### src/rtl/resdmac_pkg.sv
// Shared types and constants for the RESDMAC DMA address generator.
package resdmac_pkg;

    typedef enum logic [2:0] {
        ST_IDLE     = 3'd0,
        ST_MASTER   = 3'd1,
        ST_CYCLE    = 3'd2,
        ST_TERM     = 3'd3,
        ST_TERM_ERR = 3'd4
    } dma_state_e;

    localparam logic [4:0] ACR_OFFSET = 5'h03;
    localparam logic [2:0] INC_LONG   = 3'd4;
    localparam logic [2:0] INC_WORD   = 3'd2;

    // Bytes moved by a terminated cycle; STERM means a 32-bit synchronous
    // port, so DSACK sizing is ignored when STERM is asserted.
    function automatic logic [2:0] calc_inc(input logic sterm_b,
                                            input logic siz1,
                                            input logic [1:0] dsack_b);
        if (!sterm_b)
            return siz1 ? INC_WORD : INC_LONG;
        else
            return (siz1 || (dsack_b == 2'b01)) ? INC_WORD : INC_LONG;
    endfunction

endpackage

### src/rtl/edge_sync.sv
// Two-flop synchroniser with rise/fall pulses on the synchronised level.
module edge_sync (
    input  logic clk,
    input  logic rst_n,
    input  logic d,
    output logic q,
    output logic rise,
    output logic fall
);

    logic meta_q, meta_d;
    logic sync_q, sync_d;
    logic dly_q,  dly_d;

    // Shift chain: meta -> sync -> delayed copy for edge detection.
    always_comb begin
        meta_d = d;
        sync_d = meta_q;
        dly_d  = sync_q;
    end

    // Idle-high strobes, so everything resets to 1.
    always_ff @(posedge clk or negedge rst_n) begin
        if (!rst_n) begin
            meta_q <= 1'b1;
            sync_q <= 1'b1;
            dly_q  <= 1'b1;
        end else begin
            meta_q <= meta_d;
            sync_q <= sync_d;
            dly_q  <= dly_d;
        end
    end

    assign q    = sync_q;
    assign rise = sync_q & ~dly_q;
    assign fall = ~sync_q & dly_q;

endmodule

### src/rtl/dma_addr_gen.sv
// DMA address counter (ACR): CPU load/readback, drives the address bus while
// RESDMAC is master and advances by the size of each terminated cycle.
module dma_addr_gen
    import resdmac_pkg::*;
#(
    parameter logic [4:0] ACR_OFFSET = resdmac_pkg::ACR_OFFSET,
    parameter int         ADDR_W     = 32
) (
    input  logic              SCLK,
    input  logic              _RST,
    input  logic              _CS,
    input  logic              R_W,
    input  logic              _AS,
    input  logic              _DS,
    input  logic [4:0]        ADDR,
    input  logic [ADDR_W-1:0] DATA_I,
    output logic [ADDR_W-1:0] DATA_O,
    output logic              DATA_OE,
    input  logic              _DMAEN,
    input  logic              SIZ1,
    input  logic [1:0]        _DSACK,
    input  logic              _STERM,
    input  logic              _BERR,
    output logic [ADDR_W-1:0] A_O,
    output logic              A_OE,
    output logic              ACR_A1,
    output logic              BERR_FLAG
);

    logic as_s, as_rise, as_fall;
    logic ds_s, ds_rise, ds_fall;

    edge_sync u_as_sync (.clk(SCLK), .rst_n(_RST), .d(_AS), .q(as_s), .rise(as_rise), .fall(as_fall));
    edge_sync u_ds_sync (.clk(SCLK), .rst_n(_RST), .d(_DS), .q(ds_s), .rise(ds_rise), .fall(ds_fall));

    dma_state_e        state_q, state_d;
    logic [ADDR_W-1:0] acr_q, acr_d;
    logic [2:0]        inc_q, inc_d;
    logic              berr_q, berr_d;
    logic              wr_done_q, wr_done_d;

    logic acr_sel, cpu_wr_qual;
    assign acr_sel     = ~_CS & (ADDR == ACR_OFFSET);
    assign cpu_wr_qual = acr_sel & ~R_W & _DMAEN;

    // Next-state: CPU load, bus-master sequencing and ACR advance.
    always_comb begin
        state_d   = state_q;
        acr_d     = acr_q;
        inc_d     = inc_q;
        berr_d    = berr_q;
        wr_done_d = wr_done_q;

        // wr_done limits the load to one per address strobe.
        if (cpu_wr_qual && !ds_s && !wr_done_q) begin
            acr_d     = {DATA_I[ADDR_W-1:1], 1'b0};
            berr_d    = 1'b0;
            wr_done_d = 1'b1;
        end
        if (as_rise)
            wr_done_d = 1'b0;

        if (_DMAEN) begin
            state_d = ST_IDLE;
        end else begin
            unique case (state_q)
                ST_IDLE:   state_d = ST_MASTER;
                ST_MASTER: if (as_fall) state_d = ST_CYCLE;
                ST_CYCLE: begin
                    if (!_BERR) begin
                        berr_d  = 1'b1;
                        state_d = ST_TERM_ERR;
                    end else if (!_STERM || (_DSACK != 2'b11)) begin
                        inc_d   = calc_inc(_STERM, SIZ1, _DSACK);
                        state_d = ST_TERM;
                    end
                end
                ST_TERM: if (as_rise) begin
                    acr_d   = acr_q + {{(ADDR_W-3){1'b0}}, inc_q};
                    state_d = ST_MASTER;
                end
                ST_TERM_ERR: if (as_rise) state_d = ST_MASTER;
                default:   state_d = ST_IDLE;
            endcase
        end
    end

    // State, counter and flag registers.
    always_ff @(posedge SCLK or negedge _RST) begin
        if (!_RST) begin
            state_q   <= ST_IDLE;
            acr_q     <= '0;
            inc_q     <= INC_LONG;
            berr_q    <= 1'b0;
            wr_done_q <= 1'b0;
        end else begin
            state_q   <= state_d;
            acr_q     <= acr_d;
            inc_q     <= inc_d;
            berr_q    <= berr_d;
            wr_done_q <= wr_done_d;
        end
    end

    assign DATA_OE   = acr_sel & ~_AS & R_W;
    assign DATA_O    = DATA_OE ? acr_q : '0;
    assign A_OE      = ~_DMAEN;
    assign A_O       = acr_q;
    assign ACR_A1    = acr_q[1];
    assign BERR_FLAG = berr_q;

    // Bit 0 of the data bus and some sync outputs have no use here.
    logic unused_sig;
    assign unused_sig = ^{DATA_I[0], as_s, ds_rise, ds_fall};

endmodule

### config.mk
export PLATFORM = sky130hd
export DESIGN_NAME = dma_addr_gen
export DESIGN_NICKNAME = d
export VERILOG_FILES = /design/src/rtl/resdmac_pkg.sv /design/src/rtl/edge_sync.sv /design/src/rtl/dma_addr_gen.sv
export SDC_FILE = /design/constraint.sdc
export NUM_CORES = 1
export LEC_CHECK = 0
export ABC_AREA = 0
export CAP_MARGIN = 20
export CORE_MARGIN = 5
export CORE_UTILIZATION = 44
export DETAILED_ROUTE_END_ITERATION = 8
export PLACE_DENSITY = 0.87
export SETUP_SLACK_MARGIN = 0.15
export SYNTH_ARGS = -nofsm -noshare
export SYNTH_HDL_FRONTEND = slang
export SYNTH_SLANG_ARGS = --single-unit
### constraint.sdc
create_clock -name SCLK -period 3 [get_ports SCLK]
set_input_delay 0.3 -clock SCLK [delete_from_list [all_inputs] [get_ports SCLK]]
set_output_delay 0.3 -clock SCLK [all_outputs]
set_load 0.01 [all_outputs]
After elaboration in Yosys (flattened, before gate mapping)

Cells that the tools add are included.

Bits in registers: 45
Bits in latches: 0
Memory bits (writable): 0
Memory bits (read-only): 0
Input bits: 49
Output and inout port bits: 68
Memories: 0

Add/sub/neg operators: 1
Multiply operators: 0
Divide/modulo/power cells: 0
Magnitude comparators: 0
Equality and inequality tests: 10
Shift-type cells: 0
Muxes and demuxes: 20
Bitwise gates (word level): 13
Reductions and logical operators: 12

Operators by type and width:

| cell               | count |
|---|---|
| $mux 32            | 5 |
| $add 32x3->32      | 1 |
| $mux 3             | 8 |
| $pmux 3 s4         | 1 |
| $and 1x1->1        | 7 |
| $eq 3x2->1 const B | 2 |
| $mux 1             | 6 |
| $not 1->1          | 6 |
| $eq 5x2->1 const B | 1 |
| $ne 4x4->1 const B | 1 |
| $reduce_and 4->1   | 1 |
| $eq 3x1->1 const B | 1 |
| $eq 3x3->1 const B | 1 |
| $logic_not 1->1    | 3 |
| $logic_not 3->1    | 1 |
| $ne 3x1->1 const B | 1 |
| $ne 3x3->1 const B | 1 |
| $reduce_and 3->1   | 1 |
| $eq 2x1->1 const B | 1 |
| $logic_and 1x1->1  | 2 |
| $logic_or 1x1->1   | 2 |
| $ne 2x2->1 const B | 1 |
| $reduce_bool 2->1  | 1 |
| $reduce_or 2->1    | 1 |

Depth between registers and ports, before layout

Gate-level depths: netlist (run 1).

Depth after elaboration: 10
Gate-level depth with buffers: 9
Depth with buffers taken out: 8

Modules after synthesis

A second synthesis (run 1) with hierarchy kept.

Cell total of the unflattened synthesis: 318
Area, all modules: 2894.0 µm²

Modules (own cells, without submodules):

| module       | times used | cells each | area an instance (µm²) | sequential area each (µm²) |
|---|---|---|---|---|
| dma_addr_gen | 1          | 308        | 2706.3                 | 977.2 |
| edge_sync    | 2          | 5          | 93.8                   | 78.8 |

Least setup slack after synthesis (run 1)

Ideal clock, no wire load.

Path kind: flip-flop to flip-flop
Start: register acr_q[1], in the netlist A_O[1]
End: register acr_q[21], in the netlist A_O[21]
Setup time: 0.135 ns
Arrival: 2.104 ns
Required time: 2.865 ns
Setup slack: 0.761 ns
Cell stages (with the launch flop): 10
Clock period less this slack: 2.239 ns
Path through: dfrtp_1 ha_1 inv_1 fa_1 nand3b_1 or3_1 buf_1 nor3_1 a31oi_1 a21boi_0

Cells in the longest elaborated chain, start to end: 4

RTL lines:

| item                   | RTL line           | source |
|---|---|---|
| from (decl)            | dma_addr_gen.sv:37 | `logic [ADDR_W-1:0] acr_q, acr_d;` |
| from (signal assigned) | dma_addr_gen.sv:98 | `acr_q <= acr_d;` |
| $add 32x3->32          | dma_addr_gen.sv:79 | `acr_d = acr_q + {{(ADDR_W-3){1'b0}}, inc_q};` |
| $mux 32                | dma_addr_gen.sv:78 | `ST_TERM: if (as_rise) begin` |
| $mux 32                | dma_addr_gen.sv:66 | `unique case (state_q)` |
| $mux 32                | dma_addr_gen.sv:63 | `if (_DMAEN) begin` |
| via acr_d[21]          | dma_addr_gen.sv:37 |  |

The timed path passes the listed nets, and every way through them passes these cells.
A chain may end at the register's enable or synchronous reset.

Worst setup path after layout (run 1)

Start: input ADDR[3]
End: output DATA_O[19]

Cells in the longest elaborated chain, start to end: 5

RTL lines:

| item                     | RTL line            | source |
|---|---|---|
| from (decl)              | dma_addr_gen.sv:15  | `input logic [4:0] ADDR,` |
| $eq 5x2->1               | dma_addr_gen.sv:43  | `assign acr_sel = ~_CS & (ADDR == ACR_OFFSET);` |
| $and 1x1->1              | dma_addr_gen.sv:43  |  |
| $and 1x1->1 (2 in a row) | dma_addr_gen.sv:105 | `assign DATA_OE = acr_sel & ~_AS & R_W;` |
| $mux 32                  | dma_addr_gen.sv:106 | `assign DATA_O = DATA_OE ? acr_q : '0;` |
| to (decl)                | dma_addr_gen.sv:17  | `output logic [ADDR_W-1:0] DATA_O,` |

No other way between the ends.

==> impl.org, run 1 <==
** Worst setup path
- In this run the worst path has a maximum fanout of 22.
- Cell with the biggest individual delay on the critical path :: sky130_fd_sc_hd__clkdlybuf4s50_1
- The worst register-to-register path ends at A_O[31].
- For this run, the slowest stage of the critical path takes 540 ps.
- The setup check on the worst reg-to-reg path leaves a slack of between 400 and 500 ps.
- R2r startpoint :: A_O[1]
- Worst Setup Start Kind :: input port
- The kind of cell with the highest combined delay along the critical path is buffers and inverters.
- Crit path buffers/inverters :: 3
- WP data required :: between 2000 and 3000 ps
- The critical path crosses 7 cells after its start point.
- Library cell appearing most often on the critical path :: sky130_fd_sc_hd__clkdlybuf4s50_1
- The critical path in this run is classified as input port to output pin.
- Arrival @ worst endpoint :: approximately 2400 ps
- Type of destination of the critical path :: output pin
- Measured in cells, the most critical reg-to-reg path has a length of 8.
- The critical path goes through clkdlybuf4s50_1 > nor4_2 > nand3_1 > nor3b_2 > buf_4 > and2_1 > clkdlybuf4s50_1.

** Layout
- Antenna diode count :: 0
- The top cell types in the final layout, fill and taps aside, are 114 x sky130_fd_sc_hd__clkdlybuf4s50_1, 38 x sky130_fd_sc_hd__dfrtp_1, 33 x sky130_fd_sc_hd__and2_1, 26 x sky130_fd_sc_hd__nor2_1.
- For this run, the share of the core covered by cells in the final layout is 0.664.
- Fillers :: between 500 and 600
- Layout Cells excl Fill :: 518
- The library cell used most frequently in the layout, excluding fill and tap cells, is sky130_fd_sc_hd__clkdlybuf4s50_1.
- For this run, the post-layout net count is 492.
- The area growth from synthesis to layout is 47.0%.
- Of the cells placed in the final design, the portion with a size suffix greater than 1 is 0.0907.
- Once layout is done, the placed cells without fillers occupy roughly 4200 um^2.

** Power
- The analysis attributes to net switching a power of 0.535 mW.
- Share of power burned in the clock network :: 0.258
- Overall power consumption after layout is estimated at about 1.7 mW.
- IR analysis of the VDD net gives a maximum drop of between 0.0002 and 0.0003 V.
- Power density over the cells :: around 420 nW/um^2
- Logic pwr share :: 0.263
- Internal power of the cells :: 1.21 mW
- In this run the static leakage power is between 1.5 and 2 nW.
- The share of total power dissipated in sequential elements is 0.479.
- Switching portion of total power :: 0.306

** CTS
- Cts bufs inserted :: 5
- TritonCTS built the clock tree.
- The clock drives 44 sinks.
- The H-tree was split into 2 levels.
- Buffers added to address setup during post-CTS repair amount to 0.
- The longest clock path from root to sink contains 2 buffers.
- Worst-Skew Late Latency :: roughly 300 ps
- Clock-pin slew was measured on the worst setup and hold paths at around 70 ps.
- Clock tree root driver cell :: sky130_fd_sc_hd__clkbuf_8

** Timing
- At the pin with the least slew margin, the transition time is around 610 ps.
- Setup repair after global routing left no endpoint under its margin.
- Setup TNS Final :: 0 ps
- Final Critical Period :: ~2700 ps
- Across all hold checks on the routed design, the worst slack comes to between 300 and 400 ps.
- Clock tree skew after final layout :: roughly 18 ps
- Setup violations remaining at the end of the flow were counted as 0.
- Final worst slack :: about 330 ps
- Post-route clock period utilization :: 0.890
- Slew headroom :: 0.586
- Final Slew Violations :: 0
- For this run, the top clock speed supported by timing is 0.375 GHz.
- The number of endpoints with negative hold slack in the final report was 0.

** Floorplanning
- Number of core rows :: 29
- Core outline area :: ~6300 um^2
- IO Count :: about 120
- From bottom edge to top edge, the die measures slightly above 90 um.
- Die width :: ~90 um
- Initial Utilization :: 0.452
- The floorplan step defined a die boundary enclosing 8190 um^2.

** Drt
- Via count normalized by instance count :: about 5.7
- In the final routed layout, each cell accounts on average for 17.1 um.
- Violation count after the first detailed-route iteration :: 256
- Routed signal wires occupy layers up through met4.
- After detailed routing, the number of remaining DRC violations is 0.
- In this run the remaining antenna-violating nets after routing total 0.
- Wire segments on met2 add up to between 4 and 5 mm in the final route.
- The first TritonRoute pass finished after 4 iterations.
- For this block, wires on met1 add up to about 3.7 mm.
- Routed wire length :: around 8.9 mm
- Sum of met3 wire segment lengths after detailed routing :: about 540 um
- Routed vias :: a little under 3000

** GRT
- Total global routing overflow :: 0
- Largest net degree at the start of global routing :: 45
- The initial antenna violation count came to 0.
- Number of global-route vias before repair :: ~2900
- First-pass GRT wire length :: about 14 mm
- For this run, the total global-route usage over all layers was measured as 0.207.

** Placed design
- Number of port buffers :: 115
- The number of placed instances, taps included, is between 500 and 600.
- Cell area after placement :: a little over 4000 um^2
- At the end of routability-driven placement, the weighted congestion stood at about 0.8.
- Pre-CTS WS :: between 200 and 250 ps
- Post-DP HPWL :: 6.44 mm

** Synthesis
- Dividing the synthesized area by the synthesized cell count gives 8.59 um^2.
- Leading post-synthesis cells by cell area :: sky130_fd_sc_hd__dfrtp_1 33%, sky130_fd_sc_hd__and2_1 7.2%, sky130_fd_sc_hd__dfstp_2 5.5%
- Synthesis produced a netlist with a net count of 384.
- Cell type with the highest aggregate area in the netlist :: sky130_fd_sc_hd__dfrtp_1
- Gate count after technology mapping :: about 330
- Among all flip-flop cells after synthesis, the most frequent one is sky130_fd_sc_hd__dfrtp_1.
- Counting flops with a built-in enable in the synthesized netlist gives 0.
- For this run, asynchronously set or reset flops after synthesis account for 1.00.
- Part of the Yosys area used for sequential elements :: 0.389
- Total number of yosys warnings :: 0
- Netlist area before placement :: around 2900 um^2
- The share of synthesized area in the top cell type comes to 0.333.
- Number of library cell types mapped by synthesis :: 57
- #FFs+latches synth :: 44

** Flow run
- Max cap viols :: 0

** Min path
- Worst min path class :: input port to asynchronous set/reset pin

** Outcome
- The run finished with clean final reports.
==> what timing repair did <==
action,CTS,global route
setup endpoints to repair,0,26
gates resized for setup,0,1
hold buffers,0,1
endpoints found under the hold margin,0,1
==> per-layer routing <==
layer / GRT usage / up-vias
li1: - / 1423
met1: 0.267 / 1419
met4: 0.0533 / 0
met5: 0 / -
met3: 0.0392 / 13
met2: 0.354 / 122
==> flip-flops by register name, summed over array words and instances (netlist names) <==
register and cells:
u_ds_sync.q 1, wr_done_q 1, inc_q 2, u_as_sync.dly_q 1, A_O 32, u_as_sync.q 1
state_q 3, u_ds_sync.meta_q 1, u_as_sync.meta_q 1, BERR_FLAG 1
==> cells in the mapped netlist, types with 5 or more instances <==
cell,number
sky130_fd_sc_hd__a211oi_1,6
sky130_fd_sc_hd__a21oi_1,24
sky130_fd_sc_hd__dfrtp_1,38
sky130_fd_sc_hd__inv_1,13
sky130_fd_sc_hd__nand3_1,16
sky130_fd_sc_hd__o22ai_1,5
sky130_fd_sc_hd__and3_1,7
sky130_fd_sc_hd__and2_1,33
sky130_fd_sc_hd__a311oi_1,5
sky130_fd_sc_hd__o21ai_0,13
sky130_fd_sc_hd__nor2_1,26
sky130_fd_sc_hd__nand4_1,8
sky130_fd_sc_hd__dfstp_2,6
sky130_fd_sc_hd__clkbuf_1,17
sky130_fd_sc_hd__nor3_1,17
sky130_fd_sc_hd__nand2_1,24
==> power groups by stage <==
stage / logic, mW / registers, mW / clock network (mW)
2_1_floorplan: 0.156 / 0.841 / 0
4_1_cts: 0.460 / 0.834 / 0.453
3_5_place_dp: 0.455 / 0.844 / 0
5_1_grt: 0.497 / 0.858 / 0.485
3_3_place_gp: 0.440 / 0.837 / 0
6_report: 0.460 / 0.837 / 0.450
==> cells by family (layout without fill, tap and decap cells) <==
family / after synthesis / count (layout) / synth area share
AND/OR/NAND/NOR: 162 / 162 / 0.334
AO/OA/AOI/OAI: 83 / 83 / 0.194
flip-flops: 44 / 44 / 0.389
buffers and inverters: 36 / 145 / 0.0535
adder cells (fa/ha/maj): 3 / 3 / 0.0158
multiplexers: 3 / 3 / 0.0114
XOR/XNOR: 1 / 1 / 0.00307
==> layout make-up <==
cell class	instances	area, um^2	area share
Multi-Input combinational cell	252	1600	0.382
Tap cell	77	96.3	0.0230
Timing Repair Buffer	124	1230	0.293
Sequential cell	44	1110	0.265
Clock inverter	1	30.0	0.00717
Clock buffer	7	76.3	0.0182
Inverter	13	48.8	0.0116
==> how the worst max path moves through the flow <==
stage	from	end
5_1_grt	ADDR[3]	DATA_O[27]
4_1_cts	ADDR[3]	DATA_O[27]
3_5_place_dp	ADDR[3]	DATA_O[27]
3_3_place_gp	ADDR[3]	DATA_O[21]
6_report	ADDR[3]	DATA_O[19]
2_1_floorplan	A_O[1]	A_O[21]
Note: power is estimated with default switching activity, not from simulation.
==> run 2, diff against run 1 <==
Settings changed: CORE_UTILIZATION 44 to 45, PLACE_DENSITY 0.87 to 0.88, RECOVER_POWER set to 25.
Clock period 3 ns to 3.45 ns, I/O delays scaled along.
==> run 2 against run 1 <==
Against the previous run:
- the flow now finishes with violations (max-capacitance violations, max-slew violations)
- register-to-register slack better by 490 ps
- clock power shrank 26%
- cell count fell by 0.19%
- critical endpoint is now DATA_O[28]
- sequential cell count did not move
- critical path depth unchanged
- power fell by 17%
- worst hold slack gained 20 ps
- clock skew decreased by 12 ps
- wire length fell by 1.7%
- via count about the same
- sequential power down 13%
- largest power group unchanged
- final area is 1.1% lower
==> impl.org, run 2 (synthesized netlist as in run 1, its figures left out) <==
** Min path
- The startpoint identified for the worst hold timing path is u_ds_sync.meta_q.
- The worst hold path belongs to the class register to register.
- Hold Path End :: u_ds_sync.q
- Count of cells along the worst hold path :: 0

** Floorplanning
- Number of core rows :: 29 (unchanged)
- The number of placed I/O pins was 117 (unchanged).
- The die footprint came to 8030 um^2 (-2.0%).
- The die span in x was 89.6 um (-0.99%).
- The initial standard-cell utilization of the core is 0.457 (+0.00525).
- Core outline area :: 6240 um^2 (-1.1%)
- The vertical die dimension came to 89.6 um (-0.99%).

** Layout
- Final nets :: 491 (-0.20%)
- Fillers :: 528 (+0.38%)
- The share of post-route cells with drive strength above 1 came to 0.0795 (-0.0112).
- Antenna diode count :: 0 (unchanged)
- The top cell types in the final layout, fill and taps aside, are 112 x sky130_fd_sc_hd__clkdlybuf4s50_1, 38 x sky130_fd_sc_hd__dfrtp_1, 33 x sky130_fd_sc_hd__and2_1, 26 x sky130_fd_sc_hd__nor2_1.
- Area delta synth->final :: 45.3%
- The utilization after layout came to 0.664 (about the same).
- The library cell used most frequently in the layout, excluding fill and tap cells, is sky130_fd_sc_hd__clkdlybuf4s50_1.
- Number of flip-flops in the largest register :: 32 (unchanged)

** GRT
- Number of antenna violations at the first check in global routing :: 0 (unchanged)
- The global route total overflow came to 0 (unchanged).
- The maximum number of pins on one net before global-route repair came to 45 (unchanged).
- Number of global-route vias before repair :: 2844 (-0.21%)
- Total Routing Usage GR :: 0.220 (+0.0130)
- First-pass GRT wire length :: 13.9 mm (-1.8%)

** Power
- Logic pwr share :: 0.270 (+0.007)
- Internal power of the cells :: 0.996 mW (-18%)
- Switch Pwr :: 0.456 mW (-15%)
- Switching portion of total power :: 0.314 (+0.00785)
- Sequential cell fraction of total power :: 0.501 (+0.022)
- Share of power burned in the clock network :: 0.229 (-0.029)
- Static Leak :: 1.60 nW (-1.5%)
- The power per cell area is 350 nW/um^2 (-16%).
- The worst-case vdd ir drop was 0.000221 V (-22%).
- Total power draw :: 1.45 mW (-17%)

** Worst setup path
- The required time at the endpoint of the critical path came to 3110 ps (+410 ps).
- Arrival @ worst endpoint :: 2470 ps (+100 ps)
- The endpoint identified for the worst register-to-register timing path is A_O[31].
- Peak fanout along the critical path :: 20 (-9.1%)
- Worst Setup Start Kind :: input port
- Cells on worst reg2reg path :: 8 (unchanged)
- The worst setup path is captured at an output pin.
- The setup path with the least slack is of type input port to output pin.
- The reg-to-reg setup timing slack is 920 ps (+490 ps).
- R2r startpoint :: A_O[1]

** Timing
- Maximum clock rate :: 0.356 GHz
- Final Critical Period :: about 2800 ps
- Final Slew Violations :: 29 (+29)
- The worst clock skew was 6.00 ps (-11.9 ps).
- Dividing the final minimum period by the clock period gives 0.815.
- The sum of negative setup slack is 0 ps (unchanged).
- RSZ-0062 raised after global routing :: no
- The number of endpoints failing setup at the final stage was 0 (unchanged).
- Slew headroom :: -0.0520 (-0.638)
- Number of hold violations in the final report :: 0 (unchanged)
- The measured slew at the worst slew-check pin was 1580 ps (+973 ps).

** Drt
- The post-detailed-routing wire length came to 8.70 mm (-1.7%).
- Number of nets with antenna violations after detailed routing :: 0 (unchanged)
- Avg WL per Cell :: 16.8 um (-1.5%)
- Routed vias :: 2976 (-0.034%)
- Violation count after the first detailed-route iteration :: 175 (-32%)
- DRC errors left :: 0 (unchanged)
- The first-pass iteration count of the detailed router came to 4 (unchanged).
- The average via count per standard cell was 5.76 (+0.16%).

** CTS
- TritonCTS clock tree :: yes
- Post-CTS Resized :: 0 (unchanged)
- Worst-Skew Late Latency :: 290 ps (about the same)
- The TritonCTS buffer count is 5 (unchanged).
- Number of H-tree levels :: 2 (unchanged)
- The clock edge transition at the registers on the reported setup and hold paths was 80 ps (about the same).
- The maximum buffer depth of the clock tree came to 2 (unchanged).
- In this run the clock root is driven by a sky130_fd_sc_hd__clkbuf_8.
- The sink count of the clock tree is 44 (unchanged).
- The number of setup buffers added after CTS was 0 (unchanged).

** Outcome
- Violations in the final reports :: max-capacitance violations, max-slew violations
- Run status :: finished, violations left

** Placed design
- Post-DP HPWL :: 6.52 mm (+1.3%)
- Final GP Congestion :: 0.817 (-0.73%)
- The count of buffers inserted at the top-level ports came to 115 (unchanged).

** Flow run
- Max cap viols :: 1 (+1)
==> run 2: layout make-up <==
| type | instances | area (um^2) | share of cell area |
|---|---|---|---|
| multi-input combinational | 252 | 1600 | 0.385 |
| timing repair buffer | 123 | 1200 | 0.291 |
| sequential | 44 | 1110 | 0.268 |
| tap | 77 | 96.3 | 0.0233 |
| clock buffer | 8 | 90.1 | 0.0217 |
| inverter | 13 | 48.8 | 0.0118 |
==> run 2: repair_timing <==
action,CTS,global route
endpoints found under the setup margin,0,0
hold endpoints to repair,0,2
hold buffers,0,1
==> run 2: worst max-delay path by stage <==
stage	cells after the start	start	slack, ps	to
6_report	7	ADDR[3]	640	DATA_O[28]
5_1_grt	3	_RST	390	A_O[14]
4_1_cts	7	ADDR[3]	600	DATA_O[28]
3_5_place_dp	7	ADDR[3]	600	DATA_O[28]
3_3_place_gp	7	ADDR[3]	650	DATA_O[21]
2_1_floorplan	9	A_O[1]	1210	A_O[21]
==> run 2: power by group through the flow <==
stage	Sequential (mW)	Combinational, mW	Clock, mW
after global placement	0.728	0.383	0
final	0.727	0.392	0.333
after detailed placement	0.735	0.394	0
after CTS	0.725	0.397	0.336
after floorplan	0.731	0.136	0
after global routing	0.747	0.429	0.359
==> run 2: critical path, cell delays in order <==
cell and delay, ps:
sky130_fd_sc_hd__clkdlybuf4s50_1 400, sky130_fd_sc_hd__nor4_1 420, sky130_fd_sc_hd__nand3_1 170, sky130_fd_sc_hd__nor3b_2 210
sky130_fd_sc_hd__buf_4 230, sky130_fd_sc_hd__and2_1 150, sky130_fd_sc_hd__clkdlybuf4s50_1 540
==> run 2: routing by layer <==
layer | global-route usage | vias to the layer above | routed length (um)
li1 | - | 1424 | -
met1 | 0.295 | 1396 | 3490
met2 | 0.364 | 147 | 4370
met3 | 0.0365 | 9 | 720
met4 | 0.0663 | 0 | 119
met5 | 0 | - | 0
==> run 2: stage by stage <==
stage,setup WS (ps),hold slack (ps),area [um^2],instances
global route,392,366,4140,517
floorplan,1210,49.4,2850,332
global placement,646,347,4040,507
detailed placement,604,348,4040,507
CTS,597,251,4130,515
finish,638,360,4140,517
